===== config.mk =====
export PLATFORM = sky130hd
export DESIGN_NAME = easyaxi_ost_alloc
export DESIGN_NICKNAME = d
export VERILOG_FILES = /design/src/rtl/easyaxi_ost_pkg.sv /design/src/rtl/easyaxi_prio_enc.sv /design/src/rtl/easyaxi_ost_alloc.sv
export SDC_FILE = /design/constraint.sdc
export NUM_CORES = 1
export LEC_CHECK = 0
export CAP_MARGIN = 10
export CORE_ASPECT_RATIO = 0.7
export CORE_MARGIN = 2
export CORE_UTILIZATION = 54
export CTS_BUF_LIST = sky130_fd_sc_hd__clkbuf_4 sky130_fd_sc_hd__clkbuf_8
export CTS_CLUSTER_DIAMETER = 100
export DETAILED_ROUTE_END_ITERATION = 8
export GPL_ROUTABILITY_DRIVEN = 0
export PLACE_DENSITY = 0.79
export REMOVE_ABC_BUFFERS = 1
export SLEW_MARGIN = 30
export SYNTH_ARGS = -nofsm -noshare
export SYNTH_HDL_FRONTEND = slang
export SYNTH_SLANG_ARGS = --single-unit

===== constraint.sdc =====
create_clock -name clk_i -period 3.2 [get_ports clk_i]
set_clock_uncertainty 0.1 [all_clocks]
set_input_delay 0.48 -clock clk_i [delete_from_list [all_inputs] [get_ports clk_i]]
set_output_delay 0.48 -clock clk_i [all_outputs]
set_load 0.02 [all_outputs]

===== src/rtl/easyaxi_ost_pkg.sv =====
// Shared slot-state encodings and width helpers for the outstanding-slot allocator.
package easyaxi_ost_pkg;

    typedef enum logic [1:0] {
        SlotFree   = 2'b00,
        SlotActive = 2'b01,
        SlotResp   = 2'b10
    } slot_state_e;

    function automatic int unsigned ptr_width(int unsigned depth);
        return $clog2(depth);
    endfunction

    function automatic int unsigned cnt_width(int unsigned depth);
        return $clog2(depth) + 1;
    endfunction

endpackage


===== src/rtl/easyaxi_prio_enc.sv =====
// Lowest-set-bit finder: returns the index of the lowest set request bit and a found flag.
module easyaxi_prio_enc #(
    parameter int unsigned WIDTH = 16
) (
    input  logic [WIDTH-1:0]         req_i,
    output logic [$clog2(WIDTH)-1:0] idx_o,
    output logic                     found_o
);

    localparam int unsigned IdxW = $clog2(WIDTH);

    always_comb begin
        idx_o   = '0;
        found_o = 1'b0;
        // Scan downwards so the lowest set bit is the last one written.
        for (int i = WIDTH - 1; i >= 0; i--) begin
            if (req_i[i]) begin
                idx_o   = IdxW'(i);
                found_o = 1'b1;
            end
        end
    end

endmodule


===== src/rtl/easyaxi_ost_alloc.sv =====
// Outstanding-slot allocator: grants the lowest free slot, stores its ID, frees it on the last beat.
// Optional EASYAXI_OST_CHK_EN adds a sticky ost_err_o for FREE-slot responses and overflow attempts.
module easyaxi_ost_alloc
    import easyaxi_ost_pkg::*;
#(
    parameter int unsigned OST_DEPTH = 16,
    parameter int unsigned ID_WIDTH  = 4
) (
    input  logic                            clk_i,
    input  logic                            rst_ni,
    input  logic                            alloc_req_i,
    input  logic [ID_WIDTH-1:0]             alloc_id_i,
    output logic                            alloc_gnt_o,
    output logic [ptr_width(OST_DEPTH)-1:0] alloc_ptr_o,
    input  logic                            resp_i,
    input  logic [ptr_width(OST_DEPTH)-1:0] resp_ptr_i,
    input  logic                            resp_last_i,
    output logic [ID_WIDTH-1:0]             resp_id_o,
    output logic [OST_DEPTH-1:0]            slot_busy_o,
    output logic [OST_DEPTH-1:0]            slot_inresp_o,
    output logic [cnt_width(OST_DEPTH)-1:0] ost_cnt_o,
    output logic                            ost_full_o,
    output logic                            ost_empty_o
`ifdef EASYAXI_OST_CHK_EN
    ,
    output logic                            ost_err_o
`endif
);

    localparam int unsigned PtrW = ptr_width(OST_DEPTH);
    localparam int unsigned CntW = cnt_width(OST_DEPTH);

    slot_state_e               state_q [OST_DEPTH];
    slot_state_e               state_d [OST_DEPTH];
    logic        [ID_WIDTH-1:0] id_q   [OST_DEPTH];
    logic        [ID_WIDTH-1:0] id_d   [OST_DEPTH];
    logic        [CntW-1:0]     cnt_q, cnt_d;

    logic [PtrW-1:0] free_idx;
    logic            free_found;
    logic            cnt_inc, cnt_dec;
    logic            resp_to_free;

    always_comb begin
        for (int i = 0; i < OST_DEPTH; i++) begin
            slot_busy_o[i]   = (state_q[i] != SlotFree);
            slot_inresp_o[i] = (state_q[i] == SlotResp);
        end
    end

    easyaxi_prio_enc #(
        .WIDTH (OST_DEPTH)
    ) u_prio_enc (
        .req_i   (~slot_busy_o),
        .idx_o   (free_idx),
        .found_o (free_found)
    );

    // A slot freed this cycle is still busy here, so it cannot be re-granted until next cycle.
    assign ost_full_o  = ~free_found;
    assign alloc_gnt_o = alloc_req_i & free_found;
    assign alloc_ptr_o = free_found ? free_idx : '0;
    assign ost_empty_o = (cnt_q == '0);
    assign ost_cnt_o   = cnt_q;
    assign resp_id_o   = id_q[resp_ptr_i];

    assign resp_to_free = resp_i & (state_q[resp_ptr_i] == SlotFree);
    assign cnt_inc      = alloc_gnt_o;
    assign cnt_dec      = resp_i & resp_last_i & ~resp_to_free;

    always_comb begin
        for (int i = 0; i < OST_DEPTH; i++) begin
            state_d[i] = state_q[i];
            id_d[i]    = id_q[i];
            unique case (state_q[i])
                SlotFree: begin
                    if (alloc_gnt_o && (alloc_ptr_o == PtrW'(i))) begin
                        state_d[i] = SlotActive;
                        id_d[i]    = alloc_id_i;
                    end
                end
                SlotActive, SlotResp: begin
                    if (resp_i && (resp_ptr_i == PtrW'(i))) begin
                        state_d[i] = resp_last_i ? SlotFree : SlotResp;
                    end
                end
                default: state_d[i] = SlotFree;
            endcase
        end
    end

    always_comb begin
        cnt_d = cnt_q;
        if (cnt_inc && !cnt_dec) begin
            cnt_d = cnt_q + CntW'(1);
        end else if (cnt_dec && !cnt_inc) begin
            cnt_d = cnt_q - CntW'(1);
        end
    end

    always_ff @(posedge clk_i or negedge rst_ni) begin
        if (!rst_ni) begin
            for (int i = 0; i < OST_DEPTH; i++) begin
                state_q[i] <= SlotFree;
                id_q[i]    <= '0;
            end
            cnt_q <= '0;
        end else begin
            for (int i = 0; i < OST_DEPTH; i++) begin
                state_q[i] <= state_d[i];
                id_q[i]    <= id_d[i];
            end
            cnt_q <= cnt_d;
        end
    end

`ifdef EASYAXI_OST_CHK_EN
    logic err_q, err_d;

    assign err_d     = err_q | resp_to_free | (alloc_req_i & ost_full_o);
    assign ost_err_o = err_q;

    always_ff @(posedge clk_i or negedge rst_ni) begin
        if (!rst_ni) begin
            err_q <= 1'b0;
        end else begin
            err_q <= err_d;
        end
    end
`endif

endmodule


==> impl_metrics.yaml <==
status:
  status: "finished clean"
cells_and_area:
  nets: 745
  drive_gt1_frac: 0.304
  antenna-diode-count: 0
  regArea_um2: 2530
  fin_cells: 837
  nFillCells: 770
  area_growth_pct: 25.1
  postLayoutCoreUtil: 0.696
  multi_input_area_um2: 3400
  final_area_um2: 7720
timing:
  max_freq_ghz: 0.318
  period_minus_slack_ns: 3.14
  finalSetupTns_ns: 0
  post-route-period-util: 0.981
  finalMaxSlewViolations: 0
  timing.hold.ws_ns: 0.0543
  relSlewSlack: 0.491
  setup_ws_ns: 0.0593
  worst_pin_slew_ns: 0.764
  setup_viol: 0
  hold_viol_final: 0
logic_synthesis:
  synth_xor_area_frac: 0.00710
  synth_compound_area_frac: 0.108
  syn_inst: 554
  synth_seq_area_share: 0.410
  yosys-top-cells-area: "dfrtp_1, mux2_2, ha_1, mux4_2, o21ai_0"
  avgSynthCellArea_um2: 11.1
  synth_top_family_by_area: "multiplexers"
  ys_warn_count: 0
  yosys-top-cells-count: "dfrtp_1, mux2_2, ha_1, inv_1, o21ai_0"
  synthesis.area_um2: 6170
  synth_edf_count: 0
  synth_area_leader_cell: "dfrtp_1"
  synth_fa_ha_area_frac: 0.109
  synth-seq-cells: 101
  async_reset_ff_frac: 1.00
  synth.most_common_cell: "dfrtp_1"
  synth_top_area_share: 0.410
  synthFlopType: "dfrtp_1"
  muxShareOfSynthArea: 0.214
  synth.distinct_cells: 60
  synthSimpleGateAreaFrac: 0.106
pwr:
  power.density_nw_per_um2: 693
  peakVddDrop_mv: 0.311
  power.total_mw: 5.35
  p_leak_nw: 3.65
clocking:
  htree_levels: 3
  cts_root_buf: "clkbuf_8"
  cts_buffers: 9
  clock_latency_ns: 0.39
  postCtsHoldBufs: 0
  clk_pin_slew_ns: 0.11
  cts.sinks: 101
  cts_tree: "built"
  clk_path_buf_depth: 2
detailed_routing:
  num_vias: 5079
  wl_um: 17100
  met2_wirelength_um: 7630
  highest_layer: "met4"
  wl_met3_um: 1620
  drc_errors: 0
  drt-met1-wl_um: 7540
  drt_iter0_drc: 677
  viasPerCell: 6.07
  detailedRoute.firstPassIterationCount: 5
  detail-route-antenna-nets: 0
  wl_per_cell_um: 20.5
die:
  start_util: 0.556
  die_w_um: 132
  die_h_um: 93.4
  die_area_um2: 12300
  rows: 32
  core-area_um2: 11100
  io_pins: 61
critical_path:
  endpoint_kind: "flip-flop"
  critPathLaunchType: "primary input"
  cp_data_required_time_ns: 3.39
  critPathArrivalTime_ns: 3.33
  crit_fanout: 9
  path_class: "in2reg"
placement:
  dp_slack_ns: -0.519
  port_buffers: 60
  hpwl_um: 12800
  dpl.cell_count: 812
  placed_area_um2: 7390
hold_path:
  hp-class: "in2async"
global_route:
  grt_first_pass_wirelength_um: 26800
  grt_start_max_net_pins: 58
  grt_overflow_total: 0
  grt_pass1_vias: 4937
  track_usage: 0.285
  antenna_found_initial: 0
flow_run:
  timing.max_cap.violations: 0
cells by family (layout without fill, tap and decap cells):
| logic type | after synthesis | in the layout |
|---|---|---|
| AOI/OAI and AO/OA | 105 | 105 |
| xor gates and xnor gates | 5 | 5 |
| adders and majority gates | 53 | 53 |
| buffers and inverters | 75 | 205 |
| DFF | 101 | 101 |
| muxes | 97 | 97 |
| and+or+nand+nor | 118 | 118 |
power breakdown:
group / switching, mW / leakage (nW) / internal (mW)
logic: 1.45 / 2.19 / 1.27
registers: 0.196 / 1.35 / 1.54
clock network: 0.501 / 0.110 / 0.398
flip-flops by register name (all words and copies together), names as in the netlist:
| name | count |
|---|---|
| state_q | 32 |
| ost_cnt_o | 5 |
| id_q | 64 |
path summary, 6_finish.rpt:
kind / from / end / slack, ns / depth (start not counted)
setup / recovery: resp_ptr_i[1] / ost_cnt_o[4] / 0.06 / 16
hold / removal: rst_ni / state_q[0] / 0.05 / 1
setup reg to reg: state_q[30] / ost_cnt_o[4] / 0.09 / 13
hold reg to reg: id_q[39] / id_q[39] / 0.40 / 1
max in group asynchronous: rst_ni / id_q[45] / 2.22 / 2
min in group clk_i: id_q[39] / id_q[39] / 0.40 / 1
cell usage in the layout, fill, tap and decap left out, types with 13 or more instances in the layout:
cell	instances
mux4_2	20
nand2_1	26
inv_1	50
clkdlybuf4s50_1	48
o21ai_0	40
a21oi_1	15
mux2_2	60
o21a_1	13
dfrtp_1	100
nor2_1	34
ha_1	49
buf_4	73
routing by layer:
metal | vias to the layer above | GRT usage
met5 | - | 0
met4 | 0 | 0.0797
met3 | 43 | 0.0699
met2 | 232 | 0.431
met1 | 2566 | 0.412
li1 | 2238 | -
cell type report:
class / count / share of cell area
Multi-Input combinational cell: 378 / 0.441
Sequential cell: 101 / 0.328
Timing Repair Buffer: 136 / 0.153
Inverter: 53 / 0.0261
Tap cell: 153 / 0.0248
Clock buffer: 10 / 0.0178
Clock inverter: 6 / 0.0102
worst max-delay path, stage by stage:
cell and delay (ns):
clkdlybuf4s50_1 0.49, buf_6 0.14, nor2b_2 0.08, o21ai_0 0.10, o21ai_1 0.10, nor3_1 0.23, a211oi_1 0.08, o211ai_1 0.24
ha_2 0.25, inv_4 0.05, fa_1 0.39, a21o_1 0.19, a21oi_2 0.16, xnor2_1 0.13, nor2_1 0.07, xor2_1 0.13
repair_timing:
action	4_1_cts	5_1_grt
gates cloned	0	0
pin swaps	4	9
setup endpoints to repair	12	9
buffers inserted	4	5
resized for setup	19	18
No activity file was read; power rests on OpenSTA's default activity.
